## config.mk

```make
export PLATFORM = sky130hd
export DESIGN_NAME = fifo_push_arbiter_flat
export DESIGN_NICKNAME = d
export VERILOG_FILES = /design/src/rtl/fifo_push_arbiter_if.sv /design/src/rtl/fifo_push_arbiter.sv /design/src/flat_wrapper.sv
export SDC_FILE = /design/constraint.sdc
export NUM_CORES = 1
export LEC_CHECK = 0
export ABC_AREA = 1
export CORE_MARGIN = 1
export CORE_UTILIZATION = 30
export CTS_BUF_LIST = sky130_fd_sc_hd__clkbuf_8 sky130_fd_sc_hd__clkbuf_16
export CTS_CLUSTER_SIZE = 25
export DETAILED_ROUTE_END_ITERATION = 10
export HOLD_SLACK_MARGIN = 0.06
export PLACE_DENSITY_LB_ADDON = 0.2
export SYNTH_ARGS = -nofsm -noshare
export SYNTH_HDL_FRONTEND = slang
export SYNTH_SLANG_ARGS = --single-unit
export TNS_END_PERCENT = 1
```

## constraint.sdc

```tcl
create_clock -name clk -period 3.1 [get_ports clk]
set_input_delay 0.62 -clock clk [delete_from_list [all_inputs] [get_ports clk]]
set_output_delay 0.62 -clock clk [all_outputs]
set_load 0.03 [all_outputs]
```

## src/rtl/fifo_push_arbiter_if.sv

```systemverilog
// -----------------------------------------------------------------------------
// fifo_push_arbiter_if
// Bundles the requester handshake and the FIFO push port shared by
// fifo_push_arbiter and its environment.
//
// Signals:
//   req        NREQ         bit i: requester i presents a word
//   req_data   NREQ*WIDTH   requester i's word at [i*WIDTH +: WIDTH]
//   req_ready  NREQ         bit i: slot i accepts a word this cycle
//   q_full     1            FIFO full flag fed back from the FIFO
//   flush      1            same flush that drives the FIFO
//   fifo_push  1            to FIFO push
//   fifo_data  WIDTH        to FIFO data_in
//   push_src   LOG_NREQ     index of the requester being pushed
//
// Modports:
//   master  the arbiter (drives the FIFO push port and req_ready)
//   slave   the environment (requesters plus FIFO status)
// -----------------------------------------------------------------------------
interface fifo_push_arbiter_if #(
   parameter int LOG_NREQ = 2,
   parameter int WIDTH    = 16
);
   localparam int NREQ = 1 << LOG_NREQ;

   logic [NREQ-1:0]       req;
   logic [NREQ*WIDTH-1:0] req_data;
   logic [NREQ-1:0]       req_ready;
   logic                  q_full;
   logic                  flush;
   logic                  fifo_push;
   logic [WIDTH-1:0]      fifo_data;
   logic [LOG_NREQ-1:0]   push_src;

   modport master (
      input  req, req_data, q_full, flush,
      output req_ready, fifo_push, fifo_data, push_src
   );

   modport slave (
      output req, req_data, q_full, flush,
      input  req_ready, fifo_push, fifo_data, push_src
   );
endinterface

```

## src/rtl/fifo_push_arbiter.sv

```systemverilog
// -----------------------------------------------------------------------------
// fifo_push_arbiter
// Round-robin arbiter sharing the single push port of a FIFO between
// NREQ = 1 << LOG_NREQ requesters. Each requester owns a one-entry staging
// slot; every cycle one full slot is chosen in round-robin order and driven
// onto the FIFO push port, honouring q_full and flush.
//
// Ports:
//   clk           single clock, state updates on posedge
//   rst_n         asynchronous active-low reset
//   bus           fifo_push_arbiter_if.master (requesters + FIFO push port)
//   stall_cycles  16-bit saturating count of edges with a staged word held
//                 back by q_full; present only when FIFO_ARB_STATS_EN is
//                 defined
//
// Build option:
//   FIFO_ARB_STATS_EN  adds the stall_cycles port and its counter.
//
// The push port is combinational from the slot state and q_full/flush so the
// FIFO's acceptance condition (push && !q_full && !flush) always equals
// fifo_push; req_ready includes rst_n so it drops the instant reset asserts.
// -----------------------------------------------------------------------------
module fifo_push_arbiter #(
   parameter int LOG_NREQ = 2,
   parameter int WIDTH    = 16
) (
   input  logic                clk,
   input  logic                rst_n,
   fifo_push_arbiter_if.master bus
`ifdef FIFO_ARB_STATS_EN
   ,
   output logic [15:0]         stall_cycles
`endif
);

   localparam int NREQ = 1 << LOG_NREQ;

   logic [NREQ-1:0]     valid_r;
   logic [WIDTH-1:0]    slot_r [NREQ];
   logic [LOG_NREQ-1:0] rr_r;

   logic [LOG_NREQ:0]   pick_s;
   logic                grant_s;
   logic [LOG_NREQ-1:0] grant_idx_s;
   logic [NREQ-1:0]     grant_oh_s;
   logic [NREQ-1:0]     ready_s;
   logic [NREQ-1:0]     capture_s;

   // Scans ptr, ptr+1, ... (mod NREQ) and returns {found, first valid index}.
   function automatic logic [LOG_NREQ:0] rr_pick(input logic [NREQ-1:0]     valid,
                                                 input logic [LOG_NREQ-1:0] ptr);
      logic                found;
      logic [LOG_NREQ-1:0] idx;
      logic [LOG_NREQ-1:0] cand;
      found = 1'b0;
      idx   = {LOG_NREQ{1'b0}};
      for (int k = 0; k < NREQ; k++) begin
         // LOG_NREQ-bit addition wraps naturally at NREQ
         cand = ptr + k[LOG_NREQ-1:0];
         if (!found && valid[cand]) begin
            found = 1'b1;
            idx   = cand;
         end else begin
            found = found;
         end
      end
      return {found, idx};
   endfunction

   // Grant selection: nothing may be pushed while the FIFO is full or flushing.
   always_comb begin
      pick_s      = rr_pick(valid_r, rr_r);
      grant_s     = 1'b0;
      grant_idx_s = {LOG_NREQ{1'b0}};
      if (!bus.q_full && !bus.flush) begin
         grant_s     = pick_s[LOG_NREQ];
         grant_idx_s = pick_s[LOG_NREQ-1:0];
      end else begin
         grant_s     = 1'b0;
         grant_idx_s = {LOG_NREQ{1'b0}};
      end
   end

   // Per-slot grant, readiness and capture; a slot being drained may refill.
   always_comb begin
      grant_oh_s = {NREQ{1'b0}};
      ready_s    = {NREQ{1'b0}};
      capture_s  = {NREQ{1'b0}};
      for (int i = 0; i < NREQ; i++) begin
         grant_oh_s[i] = grant_s && (grant_idx_s == i[LOG_NREQ-1:0]);
         ready_s[i]    = rst_n && !bus.flush && (!valid_r[i] || grant_oh_s[i]);
         capture_s[i]  = bus.req[i] && ready_s[i];
      end
   end

   // FIFO push port and requester ready outputs.
   always_comb begin
      bus.fifo_push = grant_s;
      bus.push_src  = grant_idx_s;
      bus.req_ready = ready_s;
      if (grant_s) begin
         bus.fifo_data = slot_r[grant_idx_s];
      end else begin
         bus.fifo_data = {WIDTH{1'b0}};
      end
   end

   // Slot occupancy and round-robin pointer; flush drops staged words but keeps rr.
   always_ff @(posedge clk or negedge rst_n) begin
      if (!rst_n) begin
         valid_r <= {NREQ{1'b0}};
         rr_r    <= {LOG_NREQ{1'b0}};
      end else if (bus.flush) begin
         valid_r <= {NREQ{1'b0}};
      end else begin
         valid_r <= (valid_r & ~grant_oh_s) | capture_s;
         if (grant_s) begin
            rr_r <= grant_idx_s + LOG_NREQ'(1);
         end
      end
   end

   // Staging slot data capture.
   always_ff @(posedge clk or negedge rst_n) begin
      if (!rst_n) begin
         for (int i = 0; i < NREQ; i++) begin
            slot_r[i] <= {WIDTH{1'b0}};
         end
      end else begin
         for (int i = 0; i < NREQ; i++) begin
            if (capture_s[i]) begin
               slot_r[i] <= bus.req_data[i*WIDTH +: WIDTH];
            end
         end
      end
   end

`ifdef FIFO_ARB_STATS_EN
   logic [15:0] stall_r;

   // Counts edges where a staged word is held back by a full FIFO; saturates.
   always_ff @(posedge clk or negedge rst_n) begin
      if (!rst_n) begin
         stall_r <= 16'h0000;
      end else if ((|valid_r) && bus.q_full && !bus.flush && (stall_r != 16'hFFFF)) begin
         stall_r <= stall_r + 16'h0001;
      end
   end

   assign stall_cycles = stall_r;
`endif

endmodule
```

## src/flat_wrapper.sv

```systemverilog
// flat-port wrapper written by rule: the top's interface ports become plain ports
module fifo_push_arbiter_flat 
#(
   parameter int LOG_NREQ = 2,
   parameter int WIDTH    = 16
)
  (clk, rst_n, bus_req, bus_req_data, bus_q_full, bus_flush, bus_req_ready, bus_fifo_push, bus_fifo_data, bus_push_src);
  fifo_push_arbiter_if #(.LOG_NREQ(LOG_NREQ), .WIDTH(WIDTH)) bus_i ();
  input  logic clk;
  input  logic rst_n;
  input wire logic [$bits(bus_i.req)-1:0] bus_req;
  input wire logic [$bits(bus_i.req_data)-1:0] bus_req_data;
  input wire logic [$bits(bus_i.q_full)-1:0] bus_q_full;
  input wire logic [$bits(bus_i.flush)-1:0] bus_flush;
  output wire logic [$bits(bus_i.req_ready)-1:0] bus_req_ready;
  output wire logic [$bits(bus_i.fifo_push)-1:0] bus_fifo_push;
  output wire logic [$bits(bus_i.fifo_data)-1:0] bus_fifo_data;
  output wire logic [$bits(bus_i.push_src)-1:0] bus_push_src;
  assign bus_i.req = bus_req;
  assign bus_i.req_data = bus_req_data;
  assign bus_i.q_full = bus_q_full;
  assign bus_i.flush = bus_flush;
  assign bus_req_ready = bus_i.req_ready;
  assign bus_fifo_push = bus_i.fifo_push;
  assign bus_fifo_data = bus_i.fifo_data;
  assign bus_push_src = bus_i.push_src;
  fifo_push_arbiter #(.LOG_NREQ(LOG_NREQ), .WIDTH(WIDTH)) u_core (.clk(clk), .rst_n(rst_n), .bus(bus_i));
endmodule
```

## Yosys cells after proc, flatten, opt, wreduce, memory -nomap -nowiden

Cells that the tools add are included.

- Register bits after elaboration: 70
- Latch bits: 0
- RAM bits: 0
- Bits in read-only memories: 0
- Input bits: 72
- Output and inout port bits: 23
- Word-level logic and storage cells: 78
- Memories kept: 0

- $add $sub $neg: 4
- Multiply operators: 0
- Div/mod/pow operators: 0
- Magnitude comparators: 5
- Eq/ne operators: 3
- Shifts and indexed selects: 0
- Multiplexer cells: 23
- Bitwise logic cells: 5
- Reductions and logical operators: 32

Operator list:

| kind | number |
|---|---|
| two-way mux 16 bit | 3 |
| binary-select mux 16 bit (select 2 bit) | 1 |
| logical AND 1 bit | 17 |
| less-than comparator 2 x 3 -> 1 bit (second input constant) | 4 |
| two-way mux 2 bit | 5 |
| zero test 1 bit | 9 |
| two-way mux 1 bit | 9 |
| binary-select mux 1 bit (select 2 bit) | 4 |
| adder 2 x 1 -> 2 bit (second input constant) | 2 |
| adder 2 bit (second input constant) | 2 |
| AND 4 bit | 1 |
| == test 2 bit (second input constant) | 2 |
| logical OR 1 bit | 4 |
| two-way mux 4 bit | 1 |
| inverter 4 bit | 1 |
| OR 4 bit | 1 |
| greater-or-equal comparator 3 bit (second input constant) | 1 |
| inverter 2 -> 3 bit | 1 |
| == test 2 x 1 -> 1 bit (second input constant) | 1 |
| zero test 2 bit | 1 |
| AND reduction 2 bit | 1 |
| inverter 1 bit | 1 |

## Logic depth before layout (Yosys ltp)

- Depth in word-level cells: 20
- Depth in mapped cells: 17
- Mapped depth without buffers: 16

## Worst setup path after synthesis

Ideal clock, no wire load.

- Path type: register to output
- From: register u_core.rr_r[0]
- To: output port bus_fifo_data[10]
- Arrival: 2.254 ns
- Required time: 2.480 ns
- Setup slack: 0.226 ns
- Stages on the path, launching flop included: 16
- Path buffers: 2
- Path through: dfrtp_1 -> buf_4 -> nand2_1 -> nand2_2 -> nand2_1 -> nand2_1 -> nor2_4 -> nand3_2 -> nand2_2 -> nand3_4 -> clkinv_2 -> buf_2 -> nand2_1 -> nand2_1 -> nand2_1 -> a21oi_1

- Cells in the longest elaborated chain, start to end: 18
- Elaborated cells between the ends (all ways): 32
- Those cells by class: 3 x add/sub; 22 x mux; 1 x bitwise; 6 x reduce/logical

Ends and longest elaborated chain:

| what | line | RTL |
|---|---|---|
| start, declared | fifo_push_arbiter.sv:40 | `logic [LOG_NREQ-1:0] rr_r;` |
| start signal, assigned | fifo_push_arbiter.sv:112 | `rr_r <= {LOG_NREQ{1'b0}};` |
| start signal, assigned | fifo_push_arbiter.sv:118 | `rr_r <= grant_idx_s + LOG_NREQ'(1);` |
| parallel branches: the longest is 11 deep, another holds adder 2 x 1 -> 2 bit | - |  |
| two-way mux 2 bit * | fifo_push_arbiter.sv:60 | `if (!found && valid[cand]) begin` |
| two-way mux 2 bit * | fifo_push_arbiter.sv:75 | `if (!bus.q_full && !bus.flush) begin` |
| via bus_push_src[0] | flat_wrapper.sv:18 | `output wire logic [$bits(bus_i.push_src)-1:0] bus_push_src;` |
| inverter 2 -> 3 bit (implied by the code) * | fifo_push_arbiter.sv:102 | `bus.fifo_data = slot_r[grant_idx_s];` |
| binary-select mux 16 bit (select 2 bit) * | fifo_push_arbiter.sv:102 |  |
| two-way mux 16 bit (implied by the code) * (2 in a row) | fifo_push_arbiter.sv:102 |  |
| two-way mux 16 bit * | fifo_push_arbiter.sv:101 | `if (grant_s) begin` |
| end, declared | flat_wrapper.sv:17 | `output wire logic [$bits(bus_i.fifo_data)-1:0] bus_fifo_data;` |

Mark *: on every way through the listed nets, which the timed path passes. The select of a mux whose other input is x is not followed.

## Worst setup path after layout

- From: register u_core.rr_r[0]
- To: output port bus_fifo_data[4]

- Cells in the longest elaborated chain, start to end: 18
- Elaborated cells between the ends (all ways): 32
- Those cells by class: 3 x add/sub; 22 x mux; 1 x bitwise; 6 x reduce/logical

Ends and longest elaborated chain:

| what | line |
|---|---|
| parallel branches: the longest is 17 deep, another holds adder 2 x 1 -> 2 bit | - |
| two-way mux 16 bit * | fifo_push_arbiter.sv:101 |

Mark *: on every way between the ends. The select of a mux whose other input is x is not followed.

==> impl_results.md <==
- Site row count: 41
- Wire per inst: between 10 and 15 um
- PD cells: about 690 nW/um^2
- I/O pins: 95
- Register clock-pin slew on the reported worst setup and hold paths: ~0.05 ns
- Drt via density: between 4 and 5
- Critical path required time: between 2 and 2.5 ns
- DP HPWL: 8674 um
- Total GRT Usage: 0.1850
- Worst VDD drop: around 280 uV
- Total design power: 3.814 mW
- Final Setup Violations: 0
- CTS max path bufs: 2
- Nature of the critical path startpoint: flip-flop
- Hold Fails Final Rpt: 0
- Chip height: roughly 120 um
- Pre-Repair DR Iteration Count: 5
- Final ANT Viol Nets: 0
- Max-Cap Viols: 0
- CTS H-Tree Depth: 3
- Worst slew margin: 0.4024
- Share of cells above drive strength 1: 0.1661
- Via count: about 3,900
- Die Area: ~14,000 sq um
- CTS root buf: clkbuf_16
- Final WL: around 12,000 um
- Worst path top cell family by delay: simple AND/OR/NAND/NOR gates
- Crit Path Max Fanout: 8
- Synthesis-stage register bit count: 70
- CP Class: reg2out
- Worst-Margin Slew: between 0.8 and 0.9 ns
- GRT overflow: 0
- Mapped Cells: ~540
- Nets: between 700 and 800
- Clock Skews: 0.005585 ns
- PortBufs: 94
- Syn_nets: 616
- Critical Path Sink Type: primary output
- Placer Congestion: 0.9154
- Synth cell types: 25
- RSZ-0062 raised after global routing: true
- Vias in the first global route: 4,034
- Cts bufs inserted: 9
- Worst path buffer plus inverter count: 4
- Die Wd: around 120 um
- Commonest non-fill, non-tap cell in the layout: nand2_1
- Static Leak: approximately 2.8 nW
- Pins Over Slew Limit: 0
- Crit path cell chain: buf_4 -> nand2_1 -> nand2_1 -> nand2_1 -> nand2_1 -> nor2_4 -> nand3_2 -> nand2_2 -> nand3_4 -> inv_8 -> buf_6 -> nand2_1 -> nand2_1 -> nand2_1 -> a21oi_2 -> buf_6
- Highest-count cells in the layout ignoring fill and taps: nand2_1, clkdlybuf4s50_1, dfrtp_1
- Initial drt markers: 175
- CP max stage cell: dfrtp_2
- First-pass GRT wire length: around 19,000 um
- Antenna diodes: 0
- Status: complete, no violations
- Class of the worst hold path: reg2reg
- Fraction of the cycle the final worst path needs: 0.9929
- Initial antenna violation count: 0
- Synth Warn #: 0
- Worst EP arrival: 2.46 ns
- Starting Density: 0.3100
- Syn avg cell area: just over 7 sq um
- Clock latency on the worst-skew pair: between 0.3 and 0.4 ns
- Layout area overhead: 40.07%
- Area after DPL: 5040 sq um
- Max Clk Rate: about 320 MHz
- Register area share after synthesis: 0.4442
- Crit-path most repeated cell: nand2_1
- CTS tree: done
- Pin count of the biggest net entering global routing: ~70
- Residual DRC: 0
- Min cycle time layout: between 3 and 4 ns
- Clock tree sinks: 70
- Largest stage delay on the critical path: 0.46 ns
- Design area: around 5500 sq um
- Core box area: between 10,000 and 15,000 sq um
- Mapped Area: 3944 sq um
==> through the flow <==
| stage | instances | setup slack (ns) | setup TNS, ns | utilization | hold WS (ns) |
|---|---|---|---|---|---|
| detailed placement | 789 | 0.1023 | 0 | 0.3961 | 0.4589 |
| global route | 810 | -0.1435 | -1.762 | 0.4342 | 0.4822 |
| global placement | 789 | 0.1526 | 0 | 0.3961 | 0.4563 |
| CTS | 806 | -0.02735 | -0.1389 | 0.4219 | 0.4730 |
| floorplan | 544 | 0.2255 | 0 | - | 0.3244 |
| finish | 810 | 0.02193 | 0 | 0.4342 | 0.4711 |
==> sequential cells by signal, summed over array words and instances (netlist names) <==
signal and flops:
u_core.slot_r 64, u_core.valid_r 4, u_core.rr_r 2
==> worst paths after layout <==
path | from | end | slack, ns | depth (start not counted)
min in group asynchronous | rst_n | u_core.slot_r[33] | 0.52 | 2
setup reg to reg | u_core.rr_r[0] | u_core.slot_r[10] | 0.73 | 16
max in group asynchronous | rst_n | u_core.rr_r[0] | 1.92 | 2
hold reg to reg | u_core.slot_r[21] | u_core.slot_r[21] | 0.47 | 2
hold / removal | u_core.slot_r[21] | u_core.slot_r[21] | 0.47 | 2
setup / recovery | u_core.rr_r[0] | bus_fifo_data[4] | 0.02 | 16
==> metal layers <==
metal	wire length, um	up-vias	global-route usage
li1	-	1950	-
met5	0	-	0
met4	140	0	0.04557
met1	5025	1816	0.2326
met3	462	15	0.03684
met2	5871	94	0.3247
==> synthesized netlist by cell type, drive strengths merged <==
master | number | area, sq um
clkinv | 1 | 5.000
clkbuf | 19 | 71.32
o21ai | 7 | 50.05
nand2 | 306 | 1201
dfrtp | 70 | 1752
inv | 23 | 88.84
a21oi | 21 | 105.1
a31oi | 1 | 6.260
nand3 | 13 | 142.6
nor2 | 4 | 22.52
o211ai | 1 | 7.510
nand4 | 64 | 400.4
buf | 14 | 91.33
==> tightest hold or removal path, stage by stage, from the launching register on <==
cell     delay (ns)
dfrtp_1        0.34
nand2_1        0.05
nand2_1        0.04
==> repair_timing <==
action | CTS | global route
setup buffers | 2 | 4
setup endpoints to repair | 19 | 20
hold buffers | 0 | 0
gates resized for setup | 7 | 33
pin swaps | 0 | 10
==> cell families (layout without fill, tap and decap cells) <==
family / after synthesis / count (layout) / synth area share
DFF: 70 / 70 / 0.4442
AOI/OAI and AO/OA: 30 / 30 / 0.04283
and+or+nand+nor: 387 / 387 / 0.4480
buffers and inverters: 57 / 151 / 0.06504
==> where the power goes <==
part / switching (mW) / internal [mW]
Clock: 0.372 / 0.634
Combinational: 0.962 / 0.614
Sequential: 0.136 / 1.10
Total: 1.47 / 2.34
==> cell type report <==
class | count | area [sq um]
clock buffers | 10 | 239.0
clock inverters | 5 | 51.30
fillers | 1336 | 7198
inverters | 24 | 102.6
multi-input cells | 417 | 2007
flip-flops and latches | 70 | 1753
well taps | 172 | 215.2
repair buffers | 112 | 1156
Note: power is estimated with default switching activity, not from simulation.
==> patch: new RTL, config.mk and constraints unchanged <==
`WIDTH` is set to 16 in 3 places; all go to 18.
--- a/src/rtl/fifo_push_arbiter_if.sv
+++ b/src/rtl/fifo_push_arbiter_if.sv
@@ -19,7 +19,7 @@
 // -----------------------------------------------------------------------------
 interface fifo_push_arbiter_if #(
    parameter int LOG_NREQ = 2,
-   parameter int WIDTH    = 16
+   parameter int WIDTH    = 18
 );
    localparam int NREQ = 1 << LOG_NREQ;
 
--- a/src/rtl/fifo_push_arbiter.sv
+++ b/src/rtl/fifo_push_arbiter.sv
@@ -22,7 +22,7 @@
 // -----------------------------------------------------------------------------
 module fifo_push_arbiter #(
    parameter int LOG_NREQ = 2,
-   parameter int WIDTH    = 16
+   parameter int WIDTH    = 18
 ) (
    input  logic                clk,
    input  logic                rst_n,
--- a/src/flat_wrapper.sv
+++ b/src/flat_wrapper.sv
@@ -2,7 +2,7 @@
 module fifo_push_arbiter_flat 
 #(
    parameter int LOG_NREQ = 2,
-   parameter int WIDTH    = 16
+   parameter int WIDTH    = 18
 )
   (clk, rst_n, bus_req, bus_req_data, bus_q_full, bus_flush, bus_req_ready, bus_fifo_push, bus_fifo_data, bus_push_src);
   fifo_push_arbiter_if #(.LOG_NREQ(LOG_NREQ), .WIDTH(WIDTH)) bus_i ();
Ports: changed (resized bus_fifo_data and bus_req_data); port bits go from 95 to 105. The function was not compared with the original's and may differ.
==> patch against the unedited design <==
  * The run now ends with DRC, setup timing left
  * Sequential cell count is 8 higher
  * Design area grew 16%
  * Final cell count is 11% higher
  * Non-clock buffer count increased by 24
  * Synthesized cell count up 11%
  * Power grew 17%
  * Area after synthesis is 16% higher
  * Worst setup slack got worse by 140 ps
  * Sequential power is 11% higher
  * Wire length increased by 27%
  * Largest power group unchanged
==> patch: results <==
group,metric,value,unit
yosys,yosys-top-cells-count,"nand2_1, dfrtp_1, nand4_1, inv_1, clkbuf_1",
yosys,yosysSeqAreaShare,0.427,
yosys,syn_nets,683,
yosys,synth.avg_cell_area,7.59,sq um
sta,setup_tns,-1740,ps
drt,route.met2.wl,6900,um
worst_setup_path,cp.arrival,2590,ps
global_route,gr-usage-met1,0.269,
power_and_ir_drop,ir_drop,0.351,mV
global_route,grt_start_max_net_pins,45,
drt,via_per_inst,4.89,
drt,dr.pass1.iters,9,
clock_tree,clk_pin_slew_worst_paths,70,ps
drt,routed-wl-met3,776,um
drt,wl,14600,um
placed_design,place_congestion,0.850,
cells_and_area,fin_area,6430,sq um
sta,tightest_slew,570,ps
sta,finClkSkew,9.22,ps
power_and_ir_drop,p_leak,3.18,nW
yosys,synth.area.top_cells,"dfrtp_1, nand2_1, nand4_1",
sta,finalSetupViolCount,20,
sta,worst_slack,-113,ps
status,status,"finished, violations left",
placed_design,place_ws,45.6,ps
cells_and_area,final_net_count,790,
placed_design,numPlacedInstances,870,
placed_design,io_buffers,104,
drt,wl_per_cell,16.3,um
drt,drc,6,
worst_setup_path,reg2reg_depth,15,
worst_setup_path,timing.rr.end,"u_core.slot_r[54]$_DFFE_PN0P_",
status,violations,"DRC, setup timing",
## patch: cell count changes after synthesis, sizes merged
cell	change
nand2	+32
buf	+14
dfrtp	+8
nand4	+8
clkbuf	-5
a21oi	+2
clkinv	-1
inv	+1
## patch: cell type report
cell class / count / share of cell area
Clock buffer: 9 / 0.0350
Timing Repair inverter: 2 / 0.00253
Clock inverter: 7 / 0.00875
Multi-Input combinational cell: 459 / 0.362
Inverter: 24 / 0.0163
Tap cell: 184 / 0.0358
Sequential cell: 78 / 0.304
Timing Repair Buffer: 136 / 0.236
## patch: report_power, final
| part | leakage, nW | internal, mW | total (mW) | switching [mW] |
|---|---|---|---|---|
| Sequential | 0.972 | 1.22 | 1.37 | 0.150 |
| Combinational | 2.08 | 0.846 | 2.09 | 1.24 |
| Clock | 0.130 | 0.552 | 1.00 | 0.452 |
## patch: cell families after synthesis
logic type | after synthesis | share of synthesized area
simple gates | 427 | 0.438
flops | 78 | 0.427
buf+inv | 66 | 0.0881
compound gates | 32 | 0.0473
